**src/rtl/menu_pkg.sv**
```systemverilog
// rtl/menu_pkg.sv - shared types and constants for the OLED menu selector
//
// Purpose: FSM state encoding, RGB565 colour constants, OLED geometry and
// pixel/compare widths used by menu_if, menu_row_decode and menu_selector.
// Ports: none (package).
package menu_pkg;

   typedef enum logic [1:0] {
      INACTIVE = 2'd0,
      BROWSE   = 2'd1,
      COMMIT   = 2'd2
   } menu_state_e;

   localparam int OLED_W = 96;
   localparam int OLED_H = 64;

   localparam int X_W   = 7;   // pixel column 0..95
   localparam int Y_W   = 6;   // pixel row 0..63
   localparam int PIX_W = 16;  // RGB565
   localparam int CMP_W = 8;   // width for bound compares; holds TOP_Y + n*ITEM_H without wrap

   localparam logic [PIX_W-1:0] COL_BLACK = 16'h0000;
   localparam logic [PIX_W-1:0] COL_GREEN = 16'h07E0;
   localparam logic [PIX_W-1:0] COL_RED   = 16'hF800;
   localparam logic [PIX_W-1:0] COL_WHITE = 16'hFFFF;

endpackage

```
**src/rtl/menu_if.sv**
```systemverilog
// rtl/menu_if.sv - button, pixel-coordinate and selection bundle of the menu selector
//
// Purpose: groups the button pulses, the pixel coordinate request and the
// cursor/commit/pixel results exchanged with menu_selector.
// Ports (via modports):
//   master - drives btn_up, btn_down, btn_sel, X, Y; receives cursor,
//            sel_valid, sel_item, oled_data.
//   slave  - the menu controller side (directions reversed).
interface menu_if
   import menu_pkg::*;
#(
   parameter int NUM_ITEMS = 4
) ();

   localparam int CW = $clog2(NUM_ITEMS);

   logic             btn_up;
   logic             btn_down;
   logic             btn_sel;
   logic [X_W-1:0]   X;
   logic [Y_W-1:0]   Y;
   logic [CW-1:0]    cursor;
   logic             sel_valid;
   logic [CW-1:0]    sel_item;
   logic [PIX_W-1:0] oled_data;

   modport master (
      output btn_up, btn_down, btn_sel, X, Y,
      input  cursor, sel_valid, sel_item, oled_data
   );

   modport slave (
      input  btn_up, btn_down, btn_sel, X, Y,
      output cursor, sel_valid, sel_item, oled_data
   );

endinterface

```
**src/rtl/menu_row_decode.sv**
```systemverilog
// rtl/menu_row_decode.sv - combinational pixel row to menu item band decoder
//
// Purpose: maps a pixel row onto the list of equal-height item bands starting
// at TOP_Y, using one constant-bound compare per band (no divider).
// Ports:
//   y_i       in  Y_W  pixel row
//   in_band_o out 1    y_i lies inside one of the NUM_ITEMS bands
//   row_o     out RW   index of that band (0 when outside)
//   is_edge_o out 1    y_i is the first pixel row of that band
module menu_row_decode
   import menu_pkg::*;
#(
   parameter  int NUM_ITEMS = 4,
   parameter  int TOP_Y     = 4,
   parameter  int ITEM_H    = 14,
   localparam int RW        = $clog2(NUM_ITEMS)
) (
   input  logic [Y_W-1:0] y_i,
   output logic           in_band_o,
   output logic [RW-1:0]  row_o,
   output logic           is_edge_o
);

   logic [CMP_W-1:0] y_w;

   assign y_w = CMP_W'(y_i);

   // Bands are disjoint, so at most one iteration matches.
   always_comb begin
      in_band_o = 1'b0;
      row_o     = '0;
      is_edge_o = 1'b0;
      for (int r = 0; r < NUM_ITEMS; r++) begin
         if ((y_w >= CMP_W'(TOP_Y + r * ITEM_H)) &&
             (y_w <  CMP_W'(TOP_Y + (r + 1) * ITEM_H))) begin
            in_band_o = 1'b1;
            row_o     = RW'(r);
            is_edge_o = (y_w == CMP_W'(TOP_Y + r * ITEM_H));
         end
      end
   end

endmodule

```
**src/rtl/menu_selector.sv**
```systemverilog
// rtl/menu_selector.sv - menu cursor FSM with registered RGB565 menu rendering
//
// Purpose: tracks a cursor over NUM_ITEMS entries from up/down pulses,
// commits the current entry on a select pulse and renders the item bars
// (cursor row highlighted) for the 96x64 OLED with one cycle of latency.
// Ports:
//   clk    in  1  system clock
//   reset  in  1  synchronous active-high reset
//   state  in  4  top-level state; menu is active when equal to MENU_STATE
//   bus    menu_if.slave: btn_up/btn_down/btn_sel pulses and X/Y in;
//          cursor, sel_valid, sel_item, oled_data out
module menu_selector
   import menu_pkg::*;
#(
   parameter int               NUM_ITEMS  = 4,
   parameter int               WRAP       = 0,
   parameter int               RETAIN     = 0,
   parameter logic [3:0]       MENU_STATE = 4'b0000,
   parameter int               TOP_Y      = 4,
   parameter int               ITEM_H     = 14,
   parameter int               MARGIN_X   = 8,
   parameter logic [PIX_W-1:0] BG_COL     = COL_BLACK,
   parameter logic [PIX_W-1:0] ITEM_COL   = COL_GREEN,
   parameter logic [PIX_W-1:0] HL_COL     = COL_RED,
   parameter logic [PIX_W-1:0] EDGE_COL   = COL_WHITE
) (
   input  logic       clk,
   input  logic       reset,
   input  logic [3:0] state,
   menu_if.slave      bus
);

   localparam int            CW   = $clog2(NUM_ITEMS);
   localparam logic [CW-1:0] LAST = CW'(NUM_ITEMS - 1);

   if ((NUM_ITEMS < 2) || (NUM_ITEMS > 16)) begin : g_bad_items
      $error("menu_selector: NUM_ITEMS must be within 2..16");
   end
   if (TOP_Y + NUM_ITEMS * ITEM_H > OLED_H) begin : g_bad_geom
      $error("menu_selector: item bands run past the bottom of the screen");
   end

   menu_state_e      fsm_q, fsm_d;
   logic [CW-1:0]    cursor_q, cursor_d;
   logic [CW-1:0]    sel_item_q, sel_item_d;
   logic [PIX_W-1:0] pix_q, pix_d;
   logic             menu_active;

   assign menu_active = (state == MENU_STATE);

   // ---------------------------------------------------------------- FSM
   always_comb begin
      fsm_d      = fsm_q;
      cursor_d   = cursor_q;
      sel_item_d = sel_item_q;
      unique case (fsm_q)
         INACTIVE: begin
            if (menu_active) begin
               fsm_d = BROWSE;
               if (RETAIN == 0) cursor_d = '0;
            end
         end
         BROWSE: begin
            if (!menu_active) begin
               fsm_d = INACTIVE;
            end else if (bus.btn_sel) begin
               fsm_d      = COMMIT;
               sel_item_d = cursor_q;
            end else if (bus.btn_up && !bus.btn_down) begin
               if (cursor_q == '0) cursor_d = (WRAP != 0) ? LAST : '0;
               else                cursor_d = cursor_q - CW'(1);
            end else if (bus.btn_down && !bus.btn_up) begin
               // Compare against the last legal item, not the all-ones value.
               if (cursor_q == LAST) cursor_d = (WRAP != 0) ? '0 : LAST;
               else                  cursor_d = cursor_q + CW'(1);
            end
         end
         COMMIT: begin
            fsm_d = menu_active ? BROWSE : INACTIVE;
         end
         default: begin
            fsm_d = INACTIVE;
         end
      endcase
   end

   // ------------------------------------------------------ pixel pipeline
   logic             in_band;
   logic [CW-1:0]    row;
   logic             is_edge;
   logic [CMP_W-1:0] x_w;
   logic             in_x;

   menu_row_decode #(
      .NUM_ITEMS (NUM_ITEMS),
      .TOP_Y     (TOP_Y),
      .ITEM_H    (ITEM_H)
   ) u_row_decode (
      .y_i       (bus.Y),
      .in_band_o (in_band),
      .row_o     (row),
      .is_edge_o (is_edge)
   );

   assign x_w  = CMP_W'(bus.X);
   assign in_x = (x_w >= CMP_W'(MARGIN_X)) && (x_w < CMP_W'(OLED_W - MARGIN_X));

   // Highlight uses the cursor currently held, i.e. the value registered
   // alongside this X,Y sample, not the one being computed this cycle.
   always_comb begin
      pix_d = BG_COL;
      if (in_x && in_band) begin
         if (is_edge)               pix_d = EDGE_COL;
         else if (row == cursor_q)  pix_d = HL_COL;
         else                       pix_d = ITEM_COL;
      end
   end

   // ----------------------------------------------------------- registers
   always_ff @(posedge clk) begin
      if (reset) begin
         fsm_q      <= INACTIVE;
         cursor_q   <= '0;
         sel_item_q <= '0;
         pix_q      <= BG_COL;
      end else begin
         fsm_q      <= fsm_d;
         cursor_q   <= cursor_d;
         sel_item_q <= sel_item_d;
         pix_q      <= pix_d;
      end
   end

   assign bus.cursor    = cursor_q;
   assign bus.sel_valid = (fsm_q == COMMIT);
   assign bus.sel_item  = sel_item_q;
   assign bus.oled_data = pix_q;

endmodule

```
**src/flat_wrapper.sv**
```systemverilog
// flat-port wrapper written by rule: the top's interface ports become plain ports
module menu_selector_flat import menu_pkg::*;
#(
   parameter int               NUM_ITEMS  = 4,
   parameter int               WRAP       = 0,
   parameter int               RETAIN     = 0,
   parameter logic [3:0]       MENU_STATE = 4'b0000,
   parameter int               TOP_Y      = 4,
   parameter int               ITEM_H     = 14,
   parameter int               MARGIN_X   = 8,
   parameter logic [PIX_W-1:0] BG_COL     = COL_BLACK,
   parameter logic [PIX_W-1:0] ITEM_COL   = COL_GREEN,
   parameter logic [PIX_W-1:0] HL_COL     = COL_RED,
   parameter logic [PIX_W-1:0] EDGE_COL   = COL_WHITE
)
  (clk, reset, state, bus_btn_up, bus_btn_down, bus_btn_sel, bus_X, bus_Y, bus_cursor, bus_sel_valid, bus_sel_item, bus_oled_data);
  menu_if #(.NUM_ITEMS(NUM_ITEMS)) bus_i ();
  input  logic clk;
  input  logic reset;
  input  logic [3:0] state;
  input wire logic [$bits(bus_i.btn_up)-1:0] bus_btn_up;
  input wire logic [$bits(bus_i.btn_down)-1:0] bus_btn_down;
  input wire logic [$bits(bus_i.btn_sel)-1:0] bus_btn_sel;
  input wire logic [$bits(bus_i.X)-1:0] bus_X;
  input wire logic [$bits(bus_i.Y)-1:0] bus_Y;
  output wire logic [$bits(bus_i.cursor)-1:0] bus_cursor;
  output wire logic [$bits(bus_i.sel_valid)-1:0] bus_sel_valid;
  output wire logic [$bits(bus_i.sel_item)-1:0] bus_sel_item;
  output wire logic [$bits(bus_i.oled_data)-1:0] bus_oled_data;
  assign bus_i.btn_up = bus_btn_up;
  assign bus_i.btn_down = bus_btn_down;
  assign bus_i.btn_sel = bus_btn_sel;
  assign bus_i.X = bus_X;
  assign bus_i.Y = bus_Y;
  assign bus_cursor = bus_i.cursor;
  assign bus_sel_valid = bus_i.sel_valid;
  assign bus_sel_item = bus_i.sel_item;
  assign bus_oled_data = bus_i.oled_data;
  menu_selector #(.NUM_ITEMS(NUM_ITEMS), .WRAP(WRAP), .RETAIN(RETAIN), .MENU_STATE(MENU_STATE), .TOP_Y(TOP_Y), .ITEM_H(ITEM_H), .MARGIN_X(MARGIN_X), .BG_COL(BG_COL), .ITEM_COL(ITEM_COL), .HL_COL(HL_COL), .EDGE_COL(EDGE_COL)) u_core (.clk(clk), .reset(reset), .state(state), .bus(bus_i));
endmodule
```
**config.mk**
```make
export PLATFORM = sky130hd
export DESIGN_NAME = menu_selector_flat
export DESIGN_NICKNAME = d
export VERILOG_FILES = /design/src/rtl/menu_pkg.sv /design/src/rtl/menu_if.sv /design/src/rtl/menu_row_decode.sv /design/src/rtl/menu_selector.sv /design/src/flat_wrapper.sv
export SDC_FILE = /design/constraint.sdc
export NUM_CORES = 1
export LEC_CHECK = 0
export ABC_AREA = 1
export BUFFER_PORTS_ARGS = -buffer_cell sky130_fd_sc_hd__buf_2
export CAP_MARGIN = 25
export CORE_MARGIN = 2
export CORE_UTILIZATION = 38
export DETAILED_ROUTE_END_ITERATION = 6
export GPL_TIMING_DRIVEN = 0
export PLACE_DENSITY = 0.74
export SLEW_MARGIN = 20
export SYNTH_ARGS = -nofsm -noshare
export SYNTH_HDL_FRONTEND = slang
export SYNTH_SLANG_ARGS = --single-unit
export TNS_END_PERCENT = 5
```
**constraint.sdc**
```tcl
create_clock -name clk -period 1 [get_ports clk]
set_input_delay 0.1 -clock clk [delete_from_list [all_inputs] [get_ports clk]]
set_output_delay 0.1 -clock clk [all_outputs]
set_load 0.02 [all_outputs]
```
# Word-level counts from Yosys, hierarchy flattened
# Cells that the tools add are included.
[classes]
add_sub_neg = 2
bitwise = 1
magnitude_cmp = 10
reduce_logical = 18
n_mux = 26
n_eq_ne = 13
[ops]
columns = ["operator", "n"]
rows = [
  ["$mux 16", 2],
  ["$mux 2", 12],
  ["$lt 6x6->1 const B", 3],
  ["$eq 6x6->1 const B", 2],
  ["$ge 6x6->1 const B", 2],
  ["$mux 1", 10],
  ["$logic_and 1x1->1", 8],
  ["$ge 7x4->1 const B", 1],
  ["$lt 7x7->1 const B", 1],
  ["$eq 6x3->1 const B", 1],
  ["$eq 6x5->1 const B", 1],
  ["$ge 6x3->1 const B", 1],
  ["$ge 6x5->1 const B", 1],
  ["$lt 6x5->1 const B", 1],
  ["$pmux 2 s3", 1],
  ["$reduce_and 5->1", 1],
  ["$eq 2x2->1 const B", 2],
  ["$logic_not 2->1", 2],
  ["$logic_not 4->1", 1],
  ["$ne 2x1->1 const B", 2],
  ["$pmux 2 s2", 1],
  ["$ne 3x1->1 const B", 1],
  ["$ne 3x3->1 const B", 1],
  ["$reduce_and 3->1", 1],
  ["10 further kinds", 11],
]
[totals]
elab_cells = 74
register_bits = 22
output_inout_bits = 21

# Depth between registers and ports, before layout
[logic_depth]
ltp_word = 9
ltp_mapped = 10

# By module
# From an unflattened synthesis, not the netlist that was laid out.
[unflattened]
cells_unflattened = 109
hier_area_um2 = 689.4
[by_module_without_submodules]
columns = ["module", "instances", "cells_each", "seq_area_each_um2", "area_each_um2"]
rows = [
  ["menu_selector", 1, 83, 180.2, 568.0],
  ["menu_row_decode", 1, 26, 0.0, 121.4],
]

# Worst setup path before layout
# OpenSTA, ideal clock, no wires.
[synth_path]
path_kind = "flip-flop to flip-flop"
start = "register u_core.fsm_q[0]"
end = "register u_core.cursor_q[0] (netlist: u_core.bus.cursor[0])"
path_buffers = 0
stages_incl_launch_ff = 10
synth_period_minus_slack_ps = 1007
t_arrival_ps = 894
setup_time_ps = 113
path_slack_ps = -7
cell_sequence = "dfxtp_1 > inv_2 > nor2_4 > inv_2 > nor2_1 > nor2_2 > nand2_1 > nand2_1 > nand3_1 > nor2_1"
[synth_via]
elab_chain_cells = 3
elab_cells_between_ends = 9
classes_between = "eq/ne: 5; mux: 1; reduce/logical: 3"
[synth_lines]
columns = ["element", "line_no", "rtl"]
rows = [
  ["start: declaration", "menu_selector.sv:43", "menu_state_e fsm_q, fsm_d;"],
  ["start signal: assignment", "menu_selector.sv:127", "fsm_q <= fsm_d;"],
  ["$eq 2x1->1 / $logic_not 2->1 (equally long branches)", "menu_selector.sv:56", "unique case (fsm_q)"],
  ["$ne 3x1->1 (no line) (tied with other cells)", "--", ""],
  ["$reduce_and 5->1 (no line)", "--", ""],
  ["end signal: assignment", "menu_selector.sv:128", "cursor_q <= cursor_d;"],
  ["end: declaration", "menu_selector.sv:44", "logic [CW-1:0] cursor_q, cursor_d;"],
]
# Parallel ways exist; a longest one is shown, timed or not.
# A chain may end at the register's enable or synchronous reset.

# Final worst setup path
[layout_path]
start = "register u_core.fsm_q[0]"
end = "register u_core.sel_item_q[1] (netlist: u_core.bus.sel_item[1])"
[layout_via]
elab_chain_cells = 2
[layout_lines]
columns = ["element", "line_no", "rtl"]
rows = [
  ["$eq 2x1->1", "menu_selector.sv:56", ""],
  ["$reduce_and 3->1 (no line)", "--", ""],
  ["end signal: assignment", "menu_selector.sv:129", "sel_item_q <= sel_item_d;"],
  ["end: declaration", "menu_selector.sv:45", "logic [CW-1:0] sel_item_q, sel_item_d;"],
]
# No other way between the ends.

==> summary.md <==
| Metric | Value |
|---|---|
| Hold Crit Class | primary input to register |
| Yosys top cell area share | 25.0% |
| Initial antenna violation count | 0 |
| Post-layout nets | 187 |
| Vias in the first global route | 645 |
| Synth Net Count | 139 |
| RSZ-0062 raised after global routing | yes |
| Final period util | 110% |
| Htree depth | 1 |
| Final hold slack | 0.0328 ns |
| Yosys top cell by area | dfxtp_1 |
| Routability cong. | 0.899 |
| Final worst path period need | 1.10 ns |
| All-layer global routing usage | 16.3% |
| WHS Endpoint | u_core.fsm_q[0]$_SDFFE_PP0P_ |
| Kind of critical path | register to register |
| Synthesis Warnings | 0 |
| Layout cell share with drive strength beyond 1 | around half |
| CTS root buffer | clkbuf_4 |
| Final hold vios | 0 |
| Worst Reg-to-Reg Cells | 6 |
| Max-Cap Viols | 0 |
| Die X | 47.6 um |
| I/O pins | 43 |
| Die area | ~2300 um2 |
| Final setup skew | 0.00137 ns |
| Critical path's top delay family | flip-flops |
| CP arrival | 1.25 ns |
| DP HPWL | 1330 um |
| Row count | 15 |
| Most frequent cells in the layout | buf_2 (25), buf_4 (21), nand2_1 (20) |
| Worst Setup Slack, final | -0.0978 ns |
| 1st-pass router iterations | 4 |
| Count of inserted antenna diode cells | 0 |
| First-pass GRT wire length | roughly 2600 um |
| PD cells | ~880 nW/um2 |
| Post-synthesis register bit count | 9 |
| Reg2reg setup slack | -0.1 ns |
| Outcome | finished, violations left |
| Hold depth | 2 |
| WL/cell | 9.35 um |
| Antenna Nets Post-Route | 0 |
| CP cell instances | inv_2 > nor2_4 > inv_4 > nor3_4 > buf_4 > a21oi_2 |
| Synthesized cell area | about 720 um2 |
| Worst Max-Slew Pin Slew | roughly 0.21 ns |
| Clock Pin Slew Worst Setup and Hold Paths | 0.06 ns |
| Violated checks | negative setup slack |
| Yosys cell types | 18 |
| DRC marker count from the first detailed-route iteration | 31 |
| Min-Delay Startpoint | reset |
| Final setup violation count | 4 |
| Initial Util | 40.9% |
| Largest net degree at the start of global routing | 8 |
| Max Clock Freq | 911 MHz |
| Fin cells | 189 |
| Fin Setup TNS | -0.301 ns |
| Clk_lat worst skew | 0.26 ns |
| Power Total | 982 uW |
| Slew HR | 85.7% |
| Mean area per synthesized cell | 6.16 um2 |
| Syn Inst Count | roughly 120 |
| Num CTS Buffers | 3 |
| CP max stage delay | 0.34 ns |
| DRC | 0 |
| Gr ovfl total | 0 |
| CP endpoint kind | register |
| Leakage power | 0.629 nW |
| Clock Sinks | 9 |
| Seq/Total Area, Yosys | 25.0% |
| WL final | approximately 1800 um |
| I/O Buffers | 39 |
| CP max FO | 4 |
| Die span in y | 47.6 um |
| Total number of vias | 859 |
| Worst EP required | approximately 1.2 ns |
| Most common cell after layout, fill and taps aside | buf_2 |
| CP Buf/Inv Count | 3 |
| R2r endpoint | u_core.bus.sel_item[1]$_SDFFE_PP0P_ |
| Fillers | 177 |
| CP max-delay cell | dfxtp_2 |
| CTS tree | done |
| Via/cell ratio | 4.54 |
| Top cells by area, synth | dfxtp_1 (25%), buf_4 (14%), nand2_1 (11%) |
| Core Region | 1760 um2 |
| R2R Path Start | u_core.fsm_q[0]$_SDFFE_PP0P_ |
| CTS Hold Bufs | 0 |
| Placed cells | 181 |
| Worst VDD drop | 596 uV |
| Max Slew Vio Count | 0 |
| Max clock buf depth | 2 |
| Area growth from synthesis to layout | 54.2% |
| Type of origin of the critical path | register |
[final cells by class]
| cell class | instances | area, um2 | area share, % |
|---|---|---|---|
| Buffer | 13 | 97.6 | 8.78 |
| Clock buffer | 4 | 26.3 | 2.36 |
| Inverter | 20 | 77.6 | 6.98 |
| Multi-Input combinational cell | 75 | 390 | 35.1 |
| Sequential cell | 9 | 190 | 17.1 |
| Tap cell | 25 | 31.3 | 2.82 |
| Timing Repair Buffer | 43 | 298 | 26.8 |
[how the worst max path moves through the flow]
stage,cells after the start,end,from
floorplan,9,u_core.bus.cursor[0]$_SDFFE_PP0P_,u_core.fsm_q[0]$_SDFFE_PP0P_
global placement,9,u_core.bus.cursor[0]$_SDFFE_PP0P_,u_core.fsm_q[0]$_SDFFE_PP0P_
detailed placement,9,u_core.bus.oled_data[14]$_SDFF_PP0_,bus_Y[3]
CTS,9,u_core.bus.cursor[0]$_SDFFE_PP0P_,u_core.fsm_q[0]$_SDFFE_PP0P_
global route,6,u_core.bus.sel_item[1]$_SDFFE_PP0P_,u_core.fsm_q[0]$_SDFFE_PP0P_
finish,6,u_core.bus.sel_item[1]$_SDFFE_PP0P_,u_core.fsm_q[0]$_SDFFE_PP0P_
[power by group]
| part | total (mW) | internal (mW) | switching [mW] |
|---|---|---|---|
| registers | 0.379 | 0.368 | 0.0105 |
| logic | 0.324 | 0.155 | 0.169 |
| clock network | 0.279 | 0.154 | 0.126 |
| total | 0.982 | 0.677 | 0.305 |
[stage by stage]
step	util (%)	instance area, um2	setup slack [ns]
floorplan	-	723	0.0191
global placement	53.8	950	-0.0632
detailed placement	53.8	950	-0.0758
CTS	56.8	1000	-0.0562
global route	63.0	1110	-0.158
finish	63.0	1110	-0.0978
[cell families after synthesis]
logic type | count (synthesis) | synth area share, %
AOI/OAI and AO/OA | 10 | 7.81
xor gates and xnor gates | 1 | 1.22
and+or+nand+nor | 64 | 42.0
DFF | 9 | 25.0
buffers and inverters | 33 | 24.0
[synthesized netlist by cell type]
cell type,n
a21oi_1,5
buf_4,13
dfxtp_1,9
inv_1,16
inv_2,4
nand2_1,21
nand2_2,3
nand3_1,12
nand4_1,5
nor2_1,17
nor2_2,1
nor2_4,1
nor3_1,2
nor3_4,1
nor4_1,1
o21ai_0,4
o21bai_2,1
xor2_1,1
[worst register-to-register path: stages, from the launching register on]
cell	delay [ns]
dfxtp_2	0.34
inv_2	0.05
nor2_4	0.12
inv_4	0.07
nor3_4	0.22
buf_4	0.15
a21oi_2	0.04
[routing by layer]
| layer | GRT usage, % | share of wire [%] |
|---|---|---|
| met1 | 19.6 | 43 |
| met2 | 27.0 | 48 |
| met3 | 6.79 | 8.5 |
| met4 | 4.32 | 0.45 |
| met5 | 0 | 0 |
[sequential cells by signal, indices dropped and copies added (netlist names)]
register and flops:
u_core.bus.oled_data 3, u_core.bus.sel_item 2, u_core.bus.cursor 2, u_core.fsm_q 2
[timing repair]
action	in CTS	in global routing
gates cloned	0	0
buffers inserted	1	3
hold endpoints to repair	0	0
pin swaps	2	7
gates resized for setup	10	31
endpoints found under the setup margin	18	22
Note: power is estimated with default switching activity, not from simulation.
